## config.mk

```make
export PLATFORM = sky130hd
export DESIGN_NAME = int_fp_adder
export DESIGN_NICKNAME = d
export VERILOG_FILES = /design/src/rtl/int_fp_adder.sv
export SDC_FILE = /design/constraint.sdc
export NUM_CORES = 1
export LEC_CHECK = 0
export ABC_AREA = 1
export BUFFER_PORTS_ARGS = -buffer_cell sky130_fd_sc_hd__buf_2
export CAP_MARGIN = 25
export CORE_AREA = 2 2 116 118
export DETAILED_ROUTE_END_ITERATION = 6
export DIE_AREA = 0 0 118 120
export MAX_ROUTING_LAYER = met4
export PLACE_DENSITY = 0.67
export SLEW_MARGIN = 20
export SYNTH_ARGS = -nofsm -noshare
export SYNTH_HDL_FRONTEND = slang
export SYNTH_SLANG_ARGS = --single-unit
```

## constraint.sdc

```tcl
create_clock -name clk -period 0.9 [get_ports clk]
set_input_delay 0 -clock clk [delete_from_list [all_inputs] [get_ports clk]]
set_output_delay 0 -clock clk [all_outputs]
set_load 0.01 [all_outputs]
```

## src/rtl/int_fp_adder.sv

```systemverilog
// Dual-mode 16-bit adder: INT16 two's-complement add or IEEE 754 binary16 add, one registered result.
// Optional feature: define INT_FP_ADD_SAT_EN to make INT mode saturate instead of wrap.
module int_fp_adder (
    input  logic        clk,
    input  logic        rst,
    input  logic        mode,
    input  logic [15:0] input1,
    input  logic [15:0] input2,
    output logic [15:0] result
);

    logic [15:0] result_d, result_q;
    logic [15:0] int_sum, int_res, fp_res;

    always_comb begin
        int_sum = input1 + input2;
`ifdef INT_FP_ADD_SAT_EN
        int_res = int_sum;
        if ((input1[15] == input2[15]) && (int_sum[15] != input1[15]))
            int_res = input1[15] ? 16'h8000 : 16'h7FFF;
`else
        int_res = int_sum;
`endif
    end

    logic        a_nan, b_nan, a_inf, b_inf;
    logic        swap;
    logic [15:0] op_l, op_s;
    logic [4:0]  e_l, e_s, d;
    logic [3:0]  d_cap;
    logic [10:0] m_l, m_s;
    logic [27:0] shifted;
    logic [13:0] m_l_ext, m_s_al;
    logic        eff_sub;
    logic [14:0] sum;
    logic [3:0]  lz, sh;
    logic [13:0] norm;
    logic [5:0]  exp_eff, exp_fld;
    logic        round_up;
    logic [15:0] packed_r;

    always_comb begin
        a_nan = (input1[14:10] == 5'h1F) && (input1[9:0] != 10'h000);
        b_nan = (input2[14:10] == 5'h1F) && (input2[9:0] != 10'h000);
        a_inf = (input1[14:10] == 5'h1F) && (input1[9:0] == 10'h000);
        b_inf = (input2[14:10] == 5'h1F) && (input2[9:0] == 10'h000);

        swap = input2[14:0] > input1[14:0];
        op_l = swap ? input2 : input1;
        op_s = swap ? input1 : input2;

        // Subnormals share the effective exponent 1 with a hidden bit of 0
        e_l = (op_l[14:10] == 5'h00) ? 5'd1 : op_l[14:10];
        e_s = (op_s[14:10] == 5'h00) ? 5'd1 : op_s[14:10];
        m_l = {(op_l[14:10] != 5'h00), op_l[9:0]};
        m_s = {(op_s[14:10] != 5'h00), op_s[9:0]};

        d       = e_l - e_s;
        d_cap   = (d > 5'd15) ? 4'd15 : d[3:0];
        shifted = {m_s, 3'b000, 14'b0} >> d_cap;
        m_l_ext = {m_l, 3'b000};
        m_s_al  = shifted[27:14] | {13'b0, (shifted[13:0] != 14'b0)};

        eff_sub = op_l[15] ^ op_s[15];
        sum = eff_sub ? ({1'b0, m_l_ext} - {1'b0, m_s_al})
                      : ({1'b0, m_l_ext} + {1'b0, m_s_al});

        lz = 4'd14;
        for (int unsigned i = 0; i < 14; i++)
            if (sum[i]) lz = 4'(13 - i);

        // Left shift stops at effective exponent 1, leaving a subnormal result
        sh = ({1'b0, lz} <= (e_l - 5'd1)) ? lz : 4'(e_l - 5'd1);

        if (sum[14]) begin
            norm    = sum[14:1] | {13'b0, sum[0]};
            exp_eff = {1'b0, e_l} + 6'd1;
        end else begin
            norm    = sum[13:0] << sh;
            exp_eff = {1'b0, e_l} - {2'b0, sh};
        end

        exp_fld  = norm[13] ? exp_eff : 6'd0;
        round_up = norm[2] & (norm[1] | norm[0] | norm[3]);
        // Rounding carry ripples straight into the exponent field
        packed_r = {exp_fld, norm[12:3]} + {15'b0, round_up};

        if (a_nan || b_nan)
            fp_res = 16'h7E00;
        else if (a_inf && b_inf && (input1[15] != input2[15]))
            fp_res = 16'h7E00;
        else if (a_inf)
            fp_res = input1;
        else if (b_inf)
            fp_res = input2;
        else if (sum == 15'b0)
            fp_res = (input1[15] & input2[15]) ? 16'h8000 : 16'h0000;
        else if (packed_r[15:10] >= 6'd31)
            fp_res = {op_l[15], 15'h7C00};
        else
            fp_res = {op_l[15], packed_r[14:0]};
    end

    assign result_d = mode ? fp_res : int_res;

    always_ff @(posedge clk or posedge rst) begin
        if (rst) result_q <= '0;
        else     result_q <= result_d;
    end

    assign result = result_q;

endmodule

```

* Yosys cells after proc, flatten, opt, wreduce, memory -nomap -nowiden
Cells that the tools add are included.
W data, S select, Z words.
** Word-level totals
- Output and inout bits :: 16
- Bits in registers :: 16
- Input bits :: 35
- Word-level logic and storage cells :: 74
** Cells by class
- Shift-type cells :: 2
- Eq/ne operators :: 3
- Bitwise operators :: 7
- Multiplexer cells :: 32
- Reduce and logical (&&, ||, !) cells :: 17
- Magnitude comparators :: 4
- Add/sub/neg operators :: 8
** Operators with widths (number)
- $mux W16 :: 9
- $mux W4 :: 15
- $mux W15 :: 2
- $or A14 B1 Y14 :: 2
- $shr A28 B4 Y28 :: 1
- $logic_not A10 Y1 :: 2
- $reduce_bool A10 Y1 :: 2
- $add A16 B1 Y16 :: 1
- $add A16 B16 Y16 :: 1
- $add A14 B14 Y15 :: 1
- $gt A15 B15 Y1 :: 1
- $logic_not A15 Y1 :: 1
- $sub A14 B14 Y15 :: 1
- $mux W14 :: 1
- $reduce_bool A14 Y1 :: 1
- $shl A14 B4 Y14 :: 1
- $mux W6 :: 2
- $eq A5 B5 Y1 const B :: 2
- $logic_not A5 Y1 :: 2
- $mux W5 :: 2
- $reduce_bool A5 Y1 :: 2
- $add A5 B1 Y6 const B :: 1
- $ge A6 B5 Y1 const B :: 1
- $logic_and A1 B1 Y1 :: 6
- 11 further kinds :: 13

* Depth between registers and ports, before layout
Gate-level depths: netlist (run 1).
- Depth after elaboration :: 42
- Gate-level depth with buffers :: 90
- Gate-level depth less buffers :: 86

* Worst setup path before layout (run 1)
No wires, ideal clock.
- Path kind :: input-to-reg
- Start point :: input input1[14]
- End point :: register result_q[8], in the netlist result[8]
- Cell stages on the path :: 78
- Library setup time :: 0.126 ns
- Buffers on the path :: 4
- Arrival :: 10.501 ns
- Setup slack :: -9.726 ns
- Data required time :: 0.774 ns
- Cell sequence :: inv_1 ha_1 nand2_1 nor2_2 and3_2 nand2_2 nand2_4 nand2_4 buf_4 clkbuf_1 o21ai_0 inv_1 nor2_1 nand2_1 inv_1 a21oi_1 ha_1 fa_1 (+42 left out) nand2_1 inv_1 ha_1 a21oi_1 nor2_1 nor2_1 xor2_1 nand3b_1 nor2_1 nand2_1 nor2_1 nand3_1 a21oi_2 nand3_4 nand2_2 inv_2 nand2_1 o21ai_2
** Between the ends
- Longest elaborated chain between the ends :: 42
- Elaborated cells between the ends (all ways) :: 62
- Those cells by class :: add/sub: 7; order compare: 4; eq/ne: 1; shift: 2; mux: 31; bitwise: 6; reduce/logical: 11
** Ends and longest elaborated chain
- from (decl) :: RTL line 7 : input logic [15:0] input1,
- $gt A15 B15 Y1 :: RTL line 48 : swap = input2[14:0] > input1[14:0];
- $mux W16 (on tied branches) :: RTL line 49, 50
- $logic_not A5 Y1 (on tied branches) :: RTL line 53, 54
- $mux W5 (on tied branches) :: RTL line 53, 54
- $sub A5 B5 Y5 :: RTL line 58 : d = e_l - e_s;
- $gt A5 B4 Y1 :: RTL line 59 : d_cap = (d > 5'd15) ? 4'd15 : d[3:0];
- $mux W4 :: RTL line 59
- $shr A28 B4 Y28 :: RTL line 60 : shifted = {m_s, 3'b000, 14'b0} >> d_cap;
- (+27 left out)
- $mux W15 :: RTL line 98 : else if (packed_r[15:10] >= 6'd31)
- $mux W16 :: RTL line 96 : else if (sum == 15'b0)
- $mux W16 :: RTL line 94 : else if (b_inf)
- $mux W16 :: RTL line 92 : else if (a_inf)
- $mux W16 :: RTL line 90 : else if (a_inf && b_inf && (input1[15] != input2[15]))
- $mux W16 * :: RTL line 88 : if (a_nan || b_nan)
- $mux W16 * :: RTL line 104 : assign result_d = mode ? fp_res : int_res;
- net result_d[8] :: RTL line 12 : logic [15:0] result_d, result_q;
- to (signal assigned) :: RTL line 108 : else result_q <= result_d;
- to (decl) :: RTL line 12
The timed path passes the listed nets; every way through them passes the cells marked *.

* Worst setup path in the final report (run 1)
- Start point :: input input2[9]
- End point :: register result_q[4], in the netlist result[4]
** Between the ends
- Longest elaborated chain between the ends :: 42
- Elaborated cells between the ends (all ways) :: 63
- Those cells by class :: add/sub: 7; order compare: 4; shift: 2; mux: 31; bitwise: 6; reduce/logical: 13
** Ends and longest elaborated chain
- from (decl) :: RTL line 8 : input logic [15:0] input2,
- $gt A15 B15 Y1 :: RTL line 48
- $mux W16 (on tied branches) :: RTL line 49, 50
- $logic_not A5 Y1 (on tied branches) :: RTL line 53, 54
- $mux W5 (on tied branches) :: RTL line 53, 54
- $sub A5 B5 Y5 :: RTL line 58
- $gt A5 B4 Y1 :: RTL line 59
- $mux W4 :: RTL line 59
- $shr A28 B4 Y28 :: RTL line 60
- (+27 left out)
- $mux W15 :: RTL line 98
- $mux W16 :: RTL line 96
- $mux W16 :: RTL line 94
- $mux W16 :: RTL line 92
- $mux W16 :: RTL line 90
- $mux W16 * :: RTL line 88
- $mux W16 * :: RTL line 104
- net result_d[4] :: RTL line 12
Marks and branches as above.

==> results by group, run 1 <==
Run status
  – Status: complete, but fails checks
  – Violated checks: setup timing

Setup path
  – Cell mode on critical path: nand2_1
  – Worst setup EP type: flip-flop
  – Crit Path Class: primary input to flip-flop
  – Worst-path fanout max: 6
  – WP data arrival: 10020 ps
  – Critical Path RT: 1020 ps
  – Startpoint types: primary input
  – CP max stage delay: 360 ps
  – Worst setup path start: input2[9]
  – Max stage delay cell, worst path: fa_2

Synth
  – Seq cells post-synth: 16
  – Synthesized area per cell: 5.649 sq um
  – Asr flop ratio synth: 100.0%
  – Synth Area in Adders: 15.32%
  – Net count after synthesis: 1229
  – Synth Area in Simple Gates: 47.57%
  – Most area-consuming cells after synthesis: nand2_1 (17%), nand3_1 (14%), ha_1 (14%)
  – Largest family of logic cells by synthesized area: simple AND/OR/NAND/NOR gates
  – Top-count cell post-synth: nand2_1
  – Cells after Synth: 1119
  – Synth top area share: 17.10%
  – Xor and xnor area share after synthesis: 3.325%
  – Share of the yosys chip area belonging to registers: 6.334%
  – Post-synthesis mux area share: 0%
  – Synth area leader: nand2_1
  – Post-Syn Area: 0.006321 sq mm
  – Yosys warns: 0
  – Top cells by count, synth: nand2_1 (288), nand3_1 (181), inv_1 (161), nor2_1 (90), ha_1 (71)
  – Synth unique cells: 57
  – Post-synthesis compound-gate area fraction: 13.84%
  – Post-synth EDFFs: 0
  – Top FF cell, synth: dfrtp_1

Layout
  – Final Core Density: 84.49%
  – Layout cells sized above 1: 46.47%
  – Layout area overhead: 73.50%
  – ANT cells: 0
  – Max reg flops: 16
  – Fill cell count: 786
  – Final nets: 1667

Clock network
  – CTS max path bufs: 2
  – Number of H-tree levels: 1
  – CTS tree: built
  – CTS Buf Count: 3
  – Clock sink count: 16
  – CTS root buffer: clkbuf_16
  – Clock slew at reported path FFs: 50 ps

Detailed routing
  – Antenna viol nets, final: 0
  – Final wirelength: 30200 microns
  – WL/cell: 17.44 microns
  – Router iterations before antenna repair: 7
  – DRC: 0
  – Via/cell ratio: 5.782
  – Drt initial violations: 1169
  – Total number of vias: 10020

Floorplan
  – Die area: 0.01416 sq mm
  – IO Count: 51
  – Row count: 42
  – Die H: 120 microns
  – Core area: 0.01298 sq mm
  – Starting Density: 48.70%
  – Chip Width: 118 microns

Place
  – Post-DP HPWL: 19410 microns
  – I/O Buffers: 50
  – Routability Congestion: 0.9706

GRT
  – Overflow after GRT: 0
  – GR Util met2: 66.75%
  – GRT Resource Usage Total: 36.29%
  – Vias in the first global route: 9059
  – Antenna violations before repair: 0
  – Largest net degree at the start of global routing: 31
  – Top Usage Layer GRT: met2
  – Met3 usage: 2.376%
  – Met1 Usage GRT: 42.28%
  – First-pass GRT wire length: 41550 microns

STA
  – Slew headroom: 52.31%
  – Final setup margin: -8997 ps
  – Unrepaired setup endpoints after global routing: true
  – Minimum clock period: 9897 ps
  – Final Hold Fails: 0
  – Max Fclk: 101.0 MHz
  – Fin crit share: 1100%
  – Setup violations, final: 16
  – Final max-slew violation count: 0
  – Worst-margin pin slew: 707.9 ps

Hold path
  – Hold Path Cell Cnt: 4
  – HP Class: primary input to flip-flop
  – Hold Crit Start: mode

Flow run
  – Max cap viols: 0

Power
  – Total Power: 41.51 mW
  – PwrDens: 3785 mW/mm^2
  – LEAKAGE: 5.937 nW
  – Worst vdd ir: 2269 uV
## stage by stage
step	worst slack [ps]	cells	TNS [ps]	hold WS (ps)	cell area, sq um
2_1_floorplan	-8358	1119	-129560	-86.26	6593
3_3_place_gp	-8491	1652	-132580	67.44	9350
3_5_place_dp	-8850	1652	-138080	75.23	9350
4_1_cts	-7973	1710	-124270	202.5	10390
5_1_grt	-9402	1732	-146270	232.7	10970
6_report	-8997	1732	-139810	206.9	10970
## critical path: cells and delay by family
family / cells / cell delay, ps
adder cells (fa/ha/maj): 8 / 1820
AO/OA/AOI/OAI: 12 / 2110
AND/OR/NAND/NOR: 42 / 4680
buffers and inverters: 15 / 1410
## power by group
| group | internal, mW | switching (mW) |
|---|---|---|
| logic | 17.6 | 21.8 |
| clock network | 0.676 | 0.286 |
| registers | 1.08 | 0.0778 |
## path summary, 6_finish.rpt
path                                   endpoint
setup / recovery            result[4]$_DFF_PP0_
max in group asynchronous   result[1]$_DFF_PP0_
hold / removal             result[14]$_DFF_PP0_
min in group asynchronous   result[3]$_DFF_PP0_
## layout make-up
class / instances / area, sq um / area share (%)
Timing Repair Buffer: 459 / 3482 / 31.75
Timing Repair inverter: 1 / 6.256 / 0.05704
Sequential cell: 16 / 400.4 / 3.651
Inverter: 173 / 685.7 / 6.252
Clock buffer: 4 / 88.84 / 0.8100
Multi-Input combinational cell: 903 / 6083 / 55.47
Tap cell: 176 / 220.2 / 2.008
## kinds of logic after synthesis
group                      after synthesis
adders and majority gates               75
xor gates and xnor gates                24
buffers and inverters                  204
AOI/OAI and AO/OA                      150
and+or+nand+nor                        650
DFF                                     16
## layer usage
metal | wire length [microns] | up-vias
met2 | 14600 | 665
met4 | 1907 | 0
met5 | 0 | -
met3 | 2197 | 226
li1 | - | 4546
met1 | 11500 | 4578
## timing repair
action / CTS / global route
gates cloned: 5 / 0
hold buffers: 1 / 0
resized for setup: 133 / 106
setup endpoints to repair: 16 / 16
buffers inserted: 48 / 23
pin swaps: 82 / 103
hold endpoints to repair: 16 / 0
## cell usage in the layout, fill, tap and decap left out, types with 15 or more instances in the layout
master / n
a21oi_1: 47
o21ai_0: 25
nor2_2: 19
nand4_1: 21
buf_6: 21
nand2_4: 15
ha_1: 48
inv_1: 129
nand2_2: 43
nand3_2: 35
inv_2: 31
buf_2: 38
ha_4: 21
xor2_1: 19
dfrtp_1: 16
nand2_1: 254
nand3_1: 148
nor2_1: 70
buf_4: 393
a21oi_2: 16
Power figures use the tool's default switching activity.
==> inputs of run 2 (changes only) <==
--- a/config.mk
+++ b/config.mk
@@ -11,6 +11,7 @@
 export CORE_AREA = 2 2 116 118
 export DETAILED_ROUTE_END_ITERATION = 6
 export DIE_AREA = 0 0 118 120
+export GPL_TIMING_DRIVEN = 0
 export MAX_ROUTING_LAYER = met4
 export PLACE_DENSITY = 0.67
 export SLEW_MARGIN = 20
==> results by group, run 2 (synthesized netlist as in run 1, its figures left out) <==
Clock network
  – Number of H-tree levels: 1
  – CTS Buf Count: 3
  – CTS max path bufs: 2
  – Clock sink count: 16
  – Clock slew at reported path FFs: 40 ps
  – CTS root buffer: clkbuf_16
  – CTS tree: built

Place
  – Placed cells: 1345
  – Post-DP HPWL: 17040 microns
  – Pre-CTS setup slack: -9912 ps
  – Routability Congestion: 0.9696
  – DP Area: 0.007063 sq mm
  – I/O Buffers: 50

Layout
  – Final instance area: 0.008482 sq mm
  – Max reg flops: 16
  – Most frequent cells in the layout: nand2_1 (259), nand3_1 (159), inv_1 (130)
  – Register Area: 400.4 sq um
  – Final Instance Count excl. Fillers: 1421
  – ANT cells: 0
  – Layout area overhead: 34.18%
  – Fill cell count: 1288
  – Final nets: 1357
  – Final Core Density: 65.35%
  – Multi-input logic area: 0.005853 sq mm
  – Most common cell after layout, fill and taps aside: nand2_1
  – Layout cells sized above 1: 30.20%

Floorplan
  – Core area: 0.01298 sq mm
  – Die area: 0.01416 sq mm
  – IO Count: 51
  – Chip Width: 118 microns
  – Die H: 120 microns
  – Row count: 42
  – Starting Density: 48.70%

STA
  – Final Hold Fails: 0
  – Minimum clock period: 9683 ps
  – Setup tns final: -136520 ps
  – Max Fclk: 103.3 MHz
  – Worst-margin pin slew: 1041 ps
  – Slew headroom: 29.86%
  – Setup violations, final: 16
  – Unrepaired setup endpoints after global routing: true
  – Final max-slew violation count: 0
  – Fin crit share: 1076%
  – Final setup margin: -8783 ps
  – Hold_ws: 186.8 ps

Detailed routing
  – Metal2 WL: 10440 microns
  – Router iterations before antenna repair: 5
  – Wire length on met1: 9346 microns
  – DRC: 0
  – Met3 Wirelength: 1250 microns
  – Via/cell ratio: 5.505
  – Drt initial violations: 598
  – Antenna viol nets, final: 0
  – WL/cell: 15.27 microns
  – Final wirelength: 21690 microns
  – Max layer used: met4
  – Total number of vias: 7823

GRT
  – Vias in the first global route: 7286
  – Largest net degree at the start of global routing: 17
  – First-pass GRT wire length: 34920 microns
  – Overflow after GRT: 0
  – Antenna violations before repair: 0
  – GRT Resource Usage Total: 30.69%

Setup path
  – WP data arrival: 9800 ps
  – Critical path's top delay family: simple AND/OR/NAND/NOR gates
  – Critical Path RT: 1010 ps
  – Worst-path fanout max: 7
  – Max stage delay cell, worst path: fa_2
  – CP max stage delay: 390 ps
  – Worst setup EP type: flip-flop
  – CP bufs+invs: 18
  – Startpoint types: primary input
  – Crit Path Class: primary input to flip-flop

Power
  – Worst vdd ir: 1616 uV
  – LEAKAGE: 4.423 nW
  – Total Power: 31.12 mW
  – PwrDens: 3669 mW/mm^2

Hold path
  – Hold endpoint: result[14]$_DFF_PP0_
  – HP Class: primary input to flip-flop
  – Hold Crit Start: mode
  – Hold Path Cell Cnt: 3

Run status
  – Violated checks: setup timing
  – Status: complete, but fails checks

Flow run
  – Max cap viols: 0
==> run 2: changes by cell type in the layout (fill, tap and decap cells not counted), sizes merged <==
cell,before,now
clkinv,2,3
buf,458,145
inv,172,170
nand2,316,312
clkinvlp,0,1
clkbuf,4,10
==> run 2: what timing repair did <==
item	CTS	global route
pin swaps	90	90
buffers inserted	69	15
hold endpoints to repair	16	0
hold buffers	1	0
setup endpoints to repair	16	32
gates cloned	3	0
gates resized for setup	142	85
==> run 2: worst max-delay path by stage <==
stage,from,endpoint,slack (ps),cells past startpoint
5_1_grt,input1[14],result[3]$_DFF_PP0_,-9370,79
3_3_place_gp,input1[4],result[7]$_DFF_PP0_,-9960,73
4_1_cts,input1[14],result[4]$_DFF_PP0_,-8510,79
6_report,input2[8],result[3]$_DFF_PP0_,-8780,78
3_5_place_dp,input1[4],result[4]$_DFF_PP0_,-9910,76
2_1_floorplan,input1[10],result[8]$_DFF_PP0_,-8360,80
==> run 2: routing by layer <==
layer,track usage (%),vias up
met1,39.07,3595
met2,52.40,258
met3,2.471,42
met4,8.735,0
met5,-,-
li1,-,3928
==> run 2: where the power goes <==
group          internal (mW)  switching, mW
Sequential              1.08         0.0753
Clock                  0.580          0.243
Combinational           10.8           18.4
==> run 2: cell type report <==
class	count	share of cell area [%]
Inverter	173	8.290
Buffer	30	3.304
Timing Repair inverter	1	0.07376
Timing Repair Buffer	123	11.12
Multi-Input combinational cell	899	69.01
Tap cell	176	2.596
Clock buffer	3	0.8851
Sequential cell	16	4.720
==> inputs of run 3 (changes only) <==
==> constraint.sdc (replaced) <==
create_clock -name clk -period 11.2 [get_ports clk]
set_input_delay 0 -clock clk [delete_from_list [all_inputs] [get_ports clk]]
set_output_delay 0 -clock clk [all_outputs]
set_load 0.01 [all_outputs]
==> results by group, run 3 (synthesized netlist as in run 1, its figures left out) <==
Layout
  – Layout area overhead: 17.81%
  – Most frequent cells in the layout: nand2_1 (280), nand3_1 (171), inv_1 (153)
  – Layout cells sized above 1: 20.15%
  – ANT cells: 0
  – Final Core Density: 57.37%
  – Final nets: 1313
  – Most common cell after layout, fill and taps aside: nand2_1
  – Final Instance Count excl. Fillers: 1377
  – Max reg flops: 16

Floorplan
  – Row count: 42
  – Die H: 120 microns
  – Starting Density: 48.70%
  – Chip Width: 118 microns
  – IO Count: 51
  – Core area: 0.01298 sq mm
  – Die area: 0.01416 sq mm

Flow run
  – Max cap viols: 0

STA
  – Setup violations, final: 0
  – Worst-margin pin slew: 802.8 ps
  – Hold_ws: 181.0 ps
  – Final setup margin: 750.4 ps
  – Final Hold Fails: 0
  – Final max-slew violation count: 0
  – Minimum clock period: 10450 ps
  – Fin crit share: 93.30%
  – Slew headroom: 45.91%
  – Setup tns final: 0 ps
  – Max Fclk: 95.70 MHz

GRT
  – Vias in the first global route: 6681
  – First-pass GRT wire length: 32120 microns
  – Overflow after GRT: 0
  – Antenna violations before repair: 0
  – GRT Resource Usage Total: 28.13%
  – Largest net degree at the start of global routing: 17

Clock network
  – Number of H-tree levels: 1
  – CTS tree: built
  – CTS max path bufs: 2
  – Clock sink count: 16
  – CTS root buffer: clkbuf_16
  – Clock slew at reported path FFs: 50 ps
  – CTS Buf Count: 3

Place
  – Placed cells: 1345
  – Routability Congestion: 0.9563
  – Post-DP HPWL: 16530 microns
  – Pre-CTS setup slack: -1835 ps
  – I/O Buffers: 50

Setup path
  – Crit Path Class: primary input to flip-flop
  – Startpoint types: primary input
  – Cell mode on critical path: nand2_1
  – Critical Path RT: 11330 ps
  – WP data arrival: 10580 ps
  – Max stage delay cell, worst path: fa_1
  – Worst-path fanout max: 10
  – Worst setup EP type: flip-flop
  – Worst setup path start: input1[13]
  – CP max stage delay: 430 ps
  – Setup crit end: result[12]$_DFF_PP0_

Run status
  – Status: finished clean

Detailed routing
  – Antenna viol nets, final: 0
  – DRC: 0
  – WL/cell: 14.64 microns
  – Drt initial violations: 694
  – Via/cell ratio: 5.414
  – Router iterations before antenna repair: 6
  – Final wirelength: 20160 microns
  – Total number of vias: 7455

Power
  – LEAKAGE: 4.083 nW
  – Worst vdd ir: 122.0 uV
  – PwrDens: 300.4 mW/mm^2

Hold path
  – Hold Crit Start: input1[15]
  – HP Class: primary input to flip-flop
-- run 3: repair_timing --
action | CTS | global route
pin swaps | 1 | 31
resized for setup | 16 | 80
hold endpoints to repair | 16 | 0
buffers inserted | 1 | 27
setup endpoints to repair | 15 | 15
hold buffers | 1 | 0
-- run 3: final cells by class --
type                       instances  area (sq um)
fill                            1390          5533
multi-input combinational        899          5381
inverter                         173         656.9
timing repair buffer              79         470.5
sequential                        16         400.4
buffer                            31         242.7
tap                              176         220.2
clock buffer                       3         75.07
-- run 3: report_power, final --
group / switching [mW] / total (mW) / internal [mW] / leakage [nW]
Combinational: 1.34 / 2.08 / 0.734 / 3.86
Clock: 0.0198 / 0.0664 / 0.0466 / 0.0370
Sequential: 0.00672 / 0.0938 / 0.0871 / 0.189
Total: 1.37 / 2.24 / 0.868 / 4.08
-- run 3: per-stage QoR --
stage | cell area [sq um] | power, mW
2_1_floorplan | 6321 | 1.533
3_3_place_gp | 6792 | 1.968
3_5_place_dp | 6792 | 1.968
4_1_cts | 6928 | 2.059
5_1_grt | 7447 | 2.493
6_report | 7447 | 2.237
-- run 3: worst min-delay path by stage --
| stage | endpoint | cells past startpoint | slack, ps |
|---|---|---|---|
| finish | result[15]$_DFF_PP0_ | 3 | 180 |
| global route | result[15]$_DFF_PP0_ | 3 | 160 |
| CTS | result[15]$_DFF_PP0_ | 3 | 170 |
| detailed placement | result[5]$_DFF_PP0_ | 2 | 80 |
| global placement | result[5]$_DFF_PP0_ | 2 | 80 |
| floorplan | result[0]$_DFF_PP0_ | 1 | -90 |
-- run 3: routing by layer --
metal | up-vias | share of wire [%] | global-route usage (%)
met3 | 37 | 3.9 | 1.378
met2 | 197 | 47 | 47.75
li1 | 3838 | - | -
met5 | - | 0 | -
met1 | 3383 | 47 | 37.27
met4 | 0 | 2.6 | 6.175
-- run 3: worst max-delay path: cells and delay by family --
family          cells  cell delay [ps]
simple gates       39             4420
fa+ha+maj           7             2060
compound gates     13             1940
xor+xnor            1              140
buf+inv            22             2000
